File: src/rtl/add_seq.sv
`default_nettype none
// ============================================================================
// Module  : add_seq
// Brief   : Digit-serial adder/subtractor, one DIGIT-bit slice per clock.
//           Optional macro ADD_SEQ_OVF_EN adds the signed-overflow output Ovf.
// Revision: 1.0 - initial release
// ============================================================================
module add_seq #(
    parameter int WIDTH = 16,
    parameter int DIGIT = 4
) (
    input  logic             clk,
    input  logic             rst_n,
    input  logic             start,
    input  logic             sub,
    input  logic [WIDTH-1:0] A,
    input  logic [WIDTH-1:0] B,
    input  logic             Cin,
    output logic             busy,
    output logic             done,
    output logic [WIDTH-1:0] Sum,
    output logic             Cout
`ifdef ADD_SEQ_OVF_EN
    ,
    output logic             Ovf
`endif
);

    localparam int NSLICE = WIDTH / DIGIT;
    localparam int CNT_W  = (NSLICE > 1) ? $clog2(NSLICE) : 1;
    localparam logic [CNT_W-1:0] C_LAST = CNT_W'(NSLICE - 1);

    typedef enum logic [0:0] {
        IDLE = 1'b0,
        RUN  = 1'b1
    } state_t;

    state_t            state_q;
    logic [WIDTH-1:0]  a_q;
    logic [WIDTH-1:0]  b_q;
    logic              carry_q;
    logic [CNT_W-1:0]  cnt_q;
    logic              busy_q;
    logic              done_q;
    logic [WIDTH-1:0]  sum_q;
    logic              cout_q;
`ifdef ADD_SEQ_OVF_EN
    logic              ovf_q;
`endif

    logic [31:0]       w_base;
    logic [DIGIT-1:0]  w_a_slice;
    logic [DIGIT-1:0]  w_b_slice;
    logic [DIGIT-1:0]  w_s_slice;
    logic              w_c_slice;
    logic              w_last;

    assign w_base    = 32'(cnt_q) * 32'(DIGIT);
    assign w_a_slice = a_q[w_base +: DIGIT];
    assign w_b_slice = b_q[w_base +: DIGIT];
    assign {w_c_slice, w_s_slice} = {1'b0, w_a_slice} + {1'b0, w_b_slice}
                                  + {{DIGIT{1'b0}}, carry_q};
    assign w_last    = (cnt_q == C_LAST);

    always_ff @(posedge clk or negedge rst_n) begin
        if (!rst_n) begin
            state_q <= IDLE;
            a_q     <= '0;
            b_q     <= '0;
            carry_q <= 1'b0;
            cnt_q   <= '0;
            busy_q  <= 1'b0;
            done_q  <= 1'b0;
            sum_q   <= '0;
            cout_q  <= 1'b0;
`ifdef ADD_SEQ_OVF_EN
            ovf_q   <= 1'b0;
`endif
        end else begin
            case (state_q)
                IDLE: begin
                    done_q <= 1'b0;
                    if (start) begin
                        // Subtraction is A + ~B + ~borrow, so the borrow is folded into the carry.
                        a_q     <= A;
                        b_q     <= sub ? ~B : B;
                        carry_q <= Cin ^ sub;
                        cnt_q   <= '0;
                        busy_q  <= 1'b1;
                        state_q <= RUN;
`ifdef ADD_SEQ_OVF_EN
                        ovf_q   <= 1'b0;
`endif
                    end
                end
                RUN: begin
                    sum_q[w_base +: DIGIT] <= w_s_slice;
                    carry_q <= w_c_slice;
                    cnt_q   <= cnt_q + CNT_W'(1);
                    if (w_last) begin
                        cnt_q   <= '0;
                        cout_q  <= w_c_slice;
                        busy_q  <= 1'b0;
                        done_q  <= 1'b1;
                        state_q <= IDLE;
`ifdef ADD_SEQ_OVF_EN
                        // Carry into the MSB is recovered from the MSB sum bit and its operands.
                        ovf_q   <= w_c_slice ^ (w_s_slice[DIGIT-1] ^ w_a_slice[DIGIT-1]
                                                ^ w_b_slice[DIGIT-1]);
`endif
                    end
                end
                default: state_q <= IDLE;
            endcase
        end
    end

    assign busy = busy_q;
    assign done = done_q;
    assign Sum  = sum_q;
    assign Cout = cout_q;
`ifdef ADD_SEQ_OVF_EN
    assign Ovf  = ovf_q;
`endif

endmodule
`default_nettype wire

File: config.mk
export PLATFORM = sky130hd
export DESIGN_NAME = add_seq
export DESIGN_NICKNAME = d
export VERILOG_FILES = /design/src/rtl/add_seq.sv
export SDC_FILE = /design/constraint.sdc
export NUM_CORES = 1
export LEC_CHECK = 0
export BUFFER_PORTS_ARGS = -buffer_cell sky130_fd_sc_hd__buf_4
export CORE_ASPECT_RATIO = 0.5
export CORE_MARGIN = 2
export CORE_UTILIZATION = 49
export DETAILED_ROUTE_END_ITERATION = 7
export GPL_TIMING_DRIVEN = 0
export PLACE_DENSITY = 0.8
export SETUP_SLACK_MARGIN = 0.15
export SLEW_MARGIN = 20
export SYNTH_ARGS = -nofsm -noshare
export SYNTH_HDL_FRONTEND = slang
export SYNTH_SLANG_ARGS = --single-unit
export TNS_END_PERCENT = 5
File: constraint.sdc
create_clock -name clk -period 2.8 [get_ports clk]
set_clock_uncertainty 0.15 [all_clocks]
set_input_delay 0.42 -clock clk [delete_from_list [all_inputs] [get_ports clk]]
set_output_delay 0.42 -clock clk [all_outputs]
set_load 0.05 [all_outputs]
==> key figures, run 1 <==
Run status
  • Outcome: complete, but fails checks
  • Violated checks: negative hold slack

Timing
  • Final min period: between 2000 and 3000 ps
  • Actual slew at the worst max-slew pin: ~680 ps
  • RSZ-0062 raised after global routing: false
  • Final Max Tran Viols: 0
  • Final Cycle Share: between 90% and 100%
  • Slew HR: 55.0%
  • Maximum clock rate: 391 MHz
  • Setup-failing EPs final: 0
  • Min Hold Slack: -9.42 ps
  • Final hold violation count: 14

Yosys
  • Register area share after synthesis: 52.6%
  • Netlist cell types: 31
  • Synthesized flop and latch total: 55
  • Cell count after synthesis: ~210
  • Synth Area per Inst: approximately 12 µm²
  • Ys Warns: 0
  • Largest family of logic cells by synthesized area: multiplexers
  • Largest cells by area after synthesis: dfrtp_1, mux2_2, mux4_2
  • Syn Nets: approximately 260
  • Post-synth ARST share: between 90% and 100%
  • Post-synth top area cell: dfrtp_1
  • Synth Area in Compound Gates: around 11%
  • Synth Area in Simple Gates: 7.94%
  • Top cell type's share of synthesized area: between 50 and 60%
  • Main flop type after synthesis: dfrtp_1
  • Synth Area in Adders: under 10%
  • Synth Cell Area: about 2600 µm²
  • Multiplexer share of the synthesized area: between 10% and 20%
  • Post-synth EDFFs: 0
  • Xor and xnor fraction of the mapped netlist area: 6.03%

Worst setup path
  • CP Capture Type: flip-flop
  • RR Endpoint: Cout
  • R2R depth: 7
  • Worst Path Required: roughly 2800 ps
  • Crit path DAT: ~2600 ps
  • Worst Setup Path Type: flip-flop to flip-flop
  • Worst flop-to-flop path startpoint: cnt_q[0]
  • CP max FO: 9
  • R2r setup slk: ~240 ps
  • Critical Path Source Type: flip-flop

Clocking
  • Max Root-Sink Buffers: 2
  • CTS clk-pin slew, worst paths: around 90 ps
  • CTS tree: done
  • Clock sink count: 55
  • H-tree levels: 2
  • CTS Buf Count: 5
  • Clock Tree Root: clkbuf_8
  • CTS Hold Buffers Added: 0
  • Clk_lat worst skew: about 310 ps

Placed design
  • Final HPWL DP: 3900 µm
  • Port Buffer Count: 54
  • Placer congestion estimate: just over 0.8

Floorplan
  • Site Rows: 18
  • Die H: between 50 and 60 µm
  • Die area: about 6000 µm²
  • Ports: between 50 and 60
  • Die Wd: ~110 µm
  • Core box area: about 5000 µm²
  • Initial Utilization: 52.1%

Global routing
  • Vias in the first global route: approximately 1900
  • First-pass GRT wire length: around 9000 µm
  • Largest net degree at the start of global routing: 56
  • Initial antenna violation count: 0
  • Gr usage total: about 19%
  • GRT Residual Overflow: 0

Flow run
  • Max cap viols: 0

Pwr
  • Pleak: roughly 0.0015 µW
  • Power Total: a little over 4000 µW
  • Pwr dens: ~1300 nW/µm²
  • Max VDD drop: 0.000517 V

Min path
  • Hold/Removal Path Class: primary input to asynchronous set/reset pin

Route
  • DR vias: roughly 1800
  • DRC Markers: 0
  • 1st-iter DRT viols: 71
  • Router iterations before antenna repair: 4
  • Final WL: between 5000 and 6000 µm
  • Antenna Nets Post-Route: 0
  • Via density: approximately 5.4
  • WL per Instance: about 15 µm

Cells and area
  • Nets: ~320
  • Area delta synth->final: 24.1%
  • Final core area utilization: roughly 65%
  • Ratio of cells with drive above 1 in the final layout: between 30% and 40%
  • Diodes inserted: 0
-- report_power, final --
group	internal, µW	switching (µW)
combinational	991	1320
clock	167	245
sequential	1140	199
-- Yosys cell counts, types with 2 or more instances --
master and instances:
dfrtp_1 55, nand2_1 27, o21ai_0 18, xnor2_1 17, mux2_2 16, a22o_1 12, ha_1 9, mux4_2 8
buf_2 6, nor2_1 5, o31ai_1 5, inv_1 4, a21oi_1 3, and3b_1 3, buf_4 2, clkbuf_1 2
fa_1 2, nand3_1 2, nor3_1 2, or3_1 2
-- routing by layer --
| layer | vias up | wire length, µm | track usage (%) |
|---|---|---|---|
| li1 | 867 | - | - |
| met1 | 927 | 2460 | 26.2 |
| met2 | 40 | 2570 | 32.5 |
| met3 | 5 | 227 | 3.86 |
| met4 | 0 | 51 | 5.19 |
| met5 | - | 0 | 0 |
-- worst max-delay path, stage by stage (launching register included) --
cell,delay [ps]
dfrtp_2,400
buf_12,150
mux4_2,530
fa_2,390
fa_2,380
a21o_1,180
a21oi_2,160
a31oi_1,100
-- flip-flops by register name, indices dropped and copies added, names as in the netlist --
| register | flops |
|---|---|
| Cout | 1 |
| state_q | 1 |
| b_q | 16 |
| Sum | 16 |
| carry_q | 1 |
| a_q | 16 |
| done | 1 |
| cnt_q | 2 |
| busy | 1 |
-- stage by stage --
step | setup TNS [ps] | setup slack (ps) | hold slack (ps) | instance area, µm² | std cells
2_1_floorplan | 0 | 157 | -25.6 | 2620 | 211
3_3_place_gp | -355 | -71.7 | 309 | 3110 | 335
3_5_place_dp | -420 | -85.5 | 317 | 3110 | 335
4_1_cts | 0 | 166 | 14.5 | 3220 | 342
5_1_grt | 0 | 150 | 51.8 | 3240 | 343
6_report | 0 | 244 | -9.42 | 3240 | 343
-- area by class of cell --
class	count	area, µm²
fill	377	1780
sequential	55	1380
multi-input combinational	142	1190
timing repair buffer	56	433
tap	70	87.6
clock buffer	5	68.8
buffer	10	67.6
inverter	4	15.0
clock inverter	1	7.51
-- logic make-up after synthesis --
logic type | Yosys count
and+or+nand+nor | 45
AOI/OAI and AO/OA | 44
xor gates and xnor gates | 18
DFF | 55
buffers and inverters | 14
muxes | 24
adders and majority gates | 11
-- cells in the final DEF, fill, tap and decap left out, drive strengths merged, types with 2 or more instances in the layout --
master,n
buf,64
dfrtp,55
nand2,27
o21ai,18
xnor2,17
mux2,16
a22o,12
ha,9
mux4,8
clkbuf,7
nor2,5
o31ai,5
inv,4
and3b,3
a21oi,3
nor3,2
nand3,2
or3,2
fa,2
nand2b,2
-- how the worst max path moves through the flow --
stage	cells past startpoint	to	slack [ps]	startpoint
5_1_grt	7	Cout	150	cnt_q[0]
6_report	7	Cout	240	cnt_q[0]
4_1_cts	7	Cout	170	cnt_q[0]
3_5_place_dp	6	Sum[2]	-90	cnt_q[0]
2_1_floorplan	7	Cout	160	cnt_q[0]
3_3_place_gp	6	Sum[10]	-70	cnt_q[0]
-- what timing repair did --
| item | 4_1_cts | 5_1_grt |
|---|---|---|
| gates resized for setup | 6 | 2 |
| setup buffers | 1 | 1 |
| endpoints found under the setup margin | 10 | 7 |
Power figures use the tool's default switching activity.
==> run 2: changes to the inputs <==
--- a/config.mk
+++ b/config.mk
@@ -6,7 +6,6 @@
 export NUM_CORES = 1
 export LEC_CHECK = 0
 export BUFFER_PORTS_ARGS = -buffer_cell sky130_fd_sc_hd__buf_4
-export CORE_ASPECT_RATIO = 0.5
 export CORE_MARGIN = 2
 export CORE_UTILIZATION = 49
 export DETAILED_ROUTE_END_ITERATION = 7
==> key figures, run 2 (synthesis gave the netlist of run 1 again) <==
Clocking
  • Clock Tree Root: clkbuf_8
  • Max Root-Sink Buffers: 2
  • H-tree levels: 2
  • CTS clk-pin slew, worst paths: approximately 100 ps
  • Clock sink count: 55
  • CTS Buf Count: 5
  • Clk_lat worst skew: around 310 ps
  • CTS tree: done

Floorplan
  • Die Wd: roughly 77 µm
  • Die area: around 5900 µm²
  • Initial Utilization: 50.9%
  • Site Rows: 26
  • Die H: 77.1 µm
  • Core box area: 5140 µm²
  • Ports: 56

Timing
  • Final hold violation count: 9
  • Final min period: about 2600 ps
  • Final Max Tran Viols: 0
  • Setup WS post-layout: 205 ps
  • Setup-failing EPs final: 0
  • Final Cycle Share: 92.7%
  • Slew HR: a little over half
  • Min Hold Slack: -8.69 ps
  • Actual slew at the worst max-slew pin: between 600 and 700 ps
  • Maximum clock rate: roughly 390 MHz
  • RSZ-0062 raised after global routing: true

Pwr
  • Pwr dens: around 1200 nW/µm²
  • Pleak: 0.00150 µW
  • Max VDD drop: ~0.00054 V

Worst setup path
  • Worst flop-to-flop path startpoint: cnt_q[0]
  • Crit path DAT: about 2600 ps
  • Crit-path most repeated cell: fa_2
  • Largest stage delay, worst path: about 530 ps
  • Worst Setup Path Type: flip-flop to flip-flop
  • Worst Path Required: ~2800 ps
  • CP Cell Sequence: buf_8 > mux4_2 > fa_2 > fa_2 > a21o_1 > a21oi_2 > a31oi_1
  • Worst path bufs/invs: 1
  • Slowest stage cell on the critical path: mux4_2
  • Critical Path Source Type: flip-flop
  • Delay-heaviest family, CP: adder cells
  • Worst setup path startpoint: cnt_q[0]
  • CP Capture Type: flip-flop
  • CP max FO: 10

Cells and area
  • Filler cell count: roughly 440
  • Nets: 321
  • Area delta synth->final: 23.4%
  • Ratio of cells with drive above 1 in the final layout: 36.5%
  • Diodes inserted: 0
  • Final core area utilization: about 63%
  • Most common cell after layout, fill and taps aside: buf_4
  • Highest-count cells in the layout ignoring fill and taps: buf_4, dfrtp_1, nand2_1
  • Final instance area: approximately 3200 µm²

Global routing
  • Gr usage total: 19.0%
  • GRT Residual Overflow: 0
  • GRT busiest layer: met2
  • Met1 usage: a little under a quarter
  • Met2 usage: roughly a third
  • First-pass GRT wire length: roughly 9000 µm
  • Initial antenna violation count: 0
  • Largest net degree at the start of global routing: 56
  • Met3 Usage GRT: 4.35%
  • Vias in the first global route: 1852

Min path
  • Hold/Removal Path Class: primary input to asynchronous set/reset pin

Run status
  • Outcome: complete, but fails checks
  • Violated checks: negative hold slack

Placed design
  • DP Area: around 3100 µm²
  • Port Buffer Count: 54
  • Pre-CTS setup slack: -114 ps
  • Placer congestion estimate: approximately 0.84
  • Final HPWL DP: 3740 µm

Route
  • Via density: about 5.2
  • DRC Markers: 0
  • Antenna Nets Post-Route: 0
  • WL per Instance: about 15 µm
  • DR vias: 1783
  • Router iterations before antenna repair: 4
  • 1st-iter DRT viols: 93
  • Final WL: ~5200 µm

Flow run
  • Max cap viols: 0
## run 2: cell types whose count changed in the layout (fill, tap and decap cells not counted)
cell      change
a21boi_0      -1
a21boi_1      +1
buf_12        -2
buf_8         +1
clkbuf_1      +1
clkinv_2      +1
## run 2: final cells by class
type	count	area (µm²)	area share [%]
sequential	55	1380	42.7
multi-input combinational	142	1190	36.8
timing repair buffer	55	413	12.8
tap	70	87.6	2.71
clock buffer	6	72.6	2.25
buffer	10	62.6	1.94
inverter	4	15.0	0.465
clock inverter	2	12.5	0.388
## run 2: per-stage QoR
step	TNS [ps]	hold slack (ps)	power, µW	cells
3_3_place_gp	-291	307	3400	335
2_1_floorplan	0	-25.6	2870	211
4_1_cts	0	17.7	4030	344
3_5_place_dp	-607	316	3480	335
5_1_grt	0	42.7	4290	344
6_report	0	-8.69	3990	344
## run 2: what timing repair did
item,in CTS,in global routing
hold buffers,0,0
gates resized for setup,7,1
setup buffers,1,0
endpoints found under the setup margin,14,4
## run 2: worst paths after layout
kind	to	slack, ps	cells past startpoint
max in group asynchronous	cnt_q[0]	2020	1
worst max register to register	Cout	200	7
worst min-delay path	a_q[13]	-9	1
worst min register to register	Sum[15]	340	2
min in group clk	cnt_q[1]	180	2
worst max-delay path	Cout	200	7
## run 2: power breakdown
part	internal, µW	switching [µW]
logic	949	1270
clock network	175	252
registers	1140	201
total	2270	1720
## run 2: metal layers
layer	routed length, µm	vias to the layer above
met5	0	-
met3	218	4
met1	2240	866
met2	2660	43
met4	63	0
li1	-	870
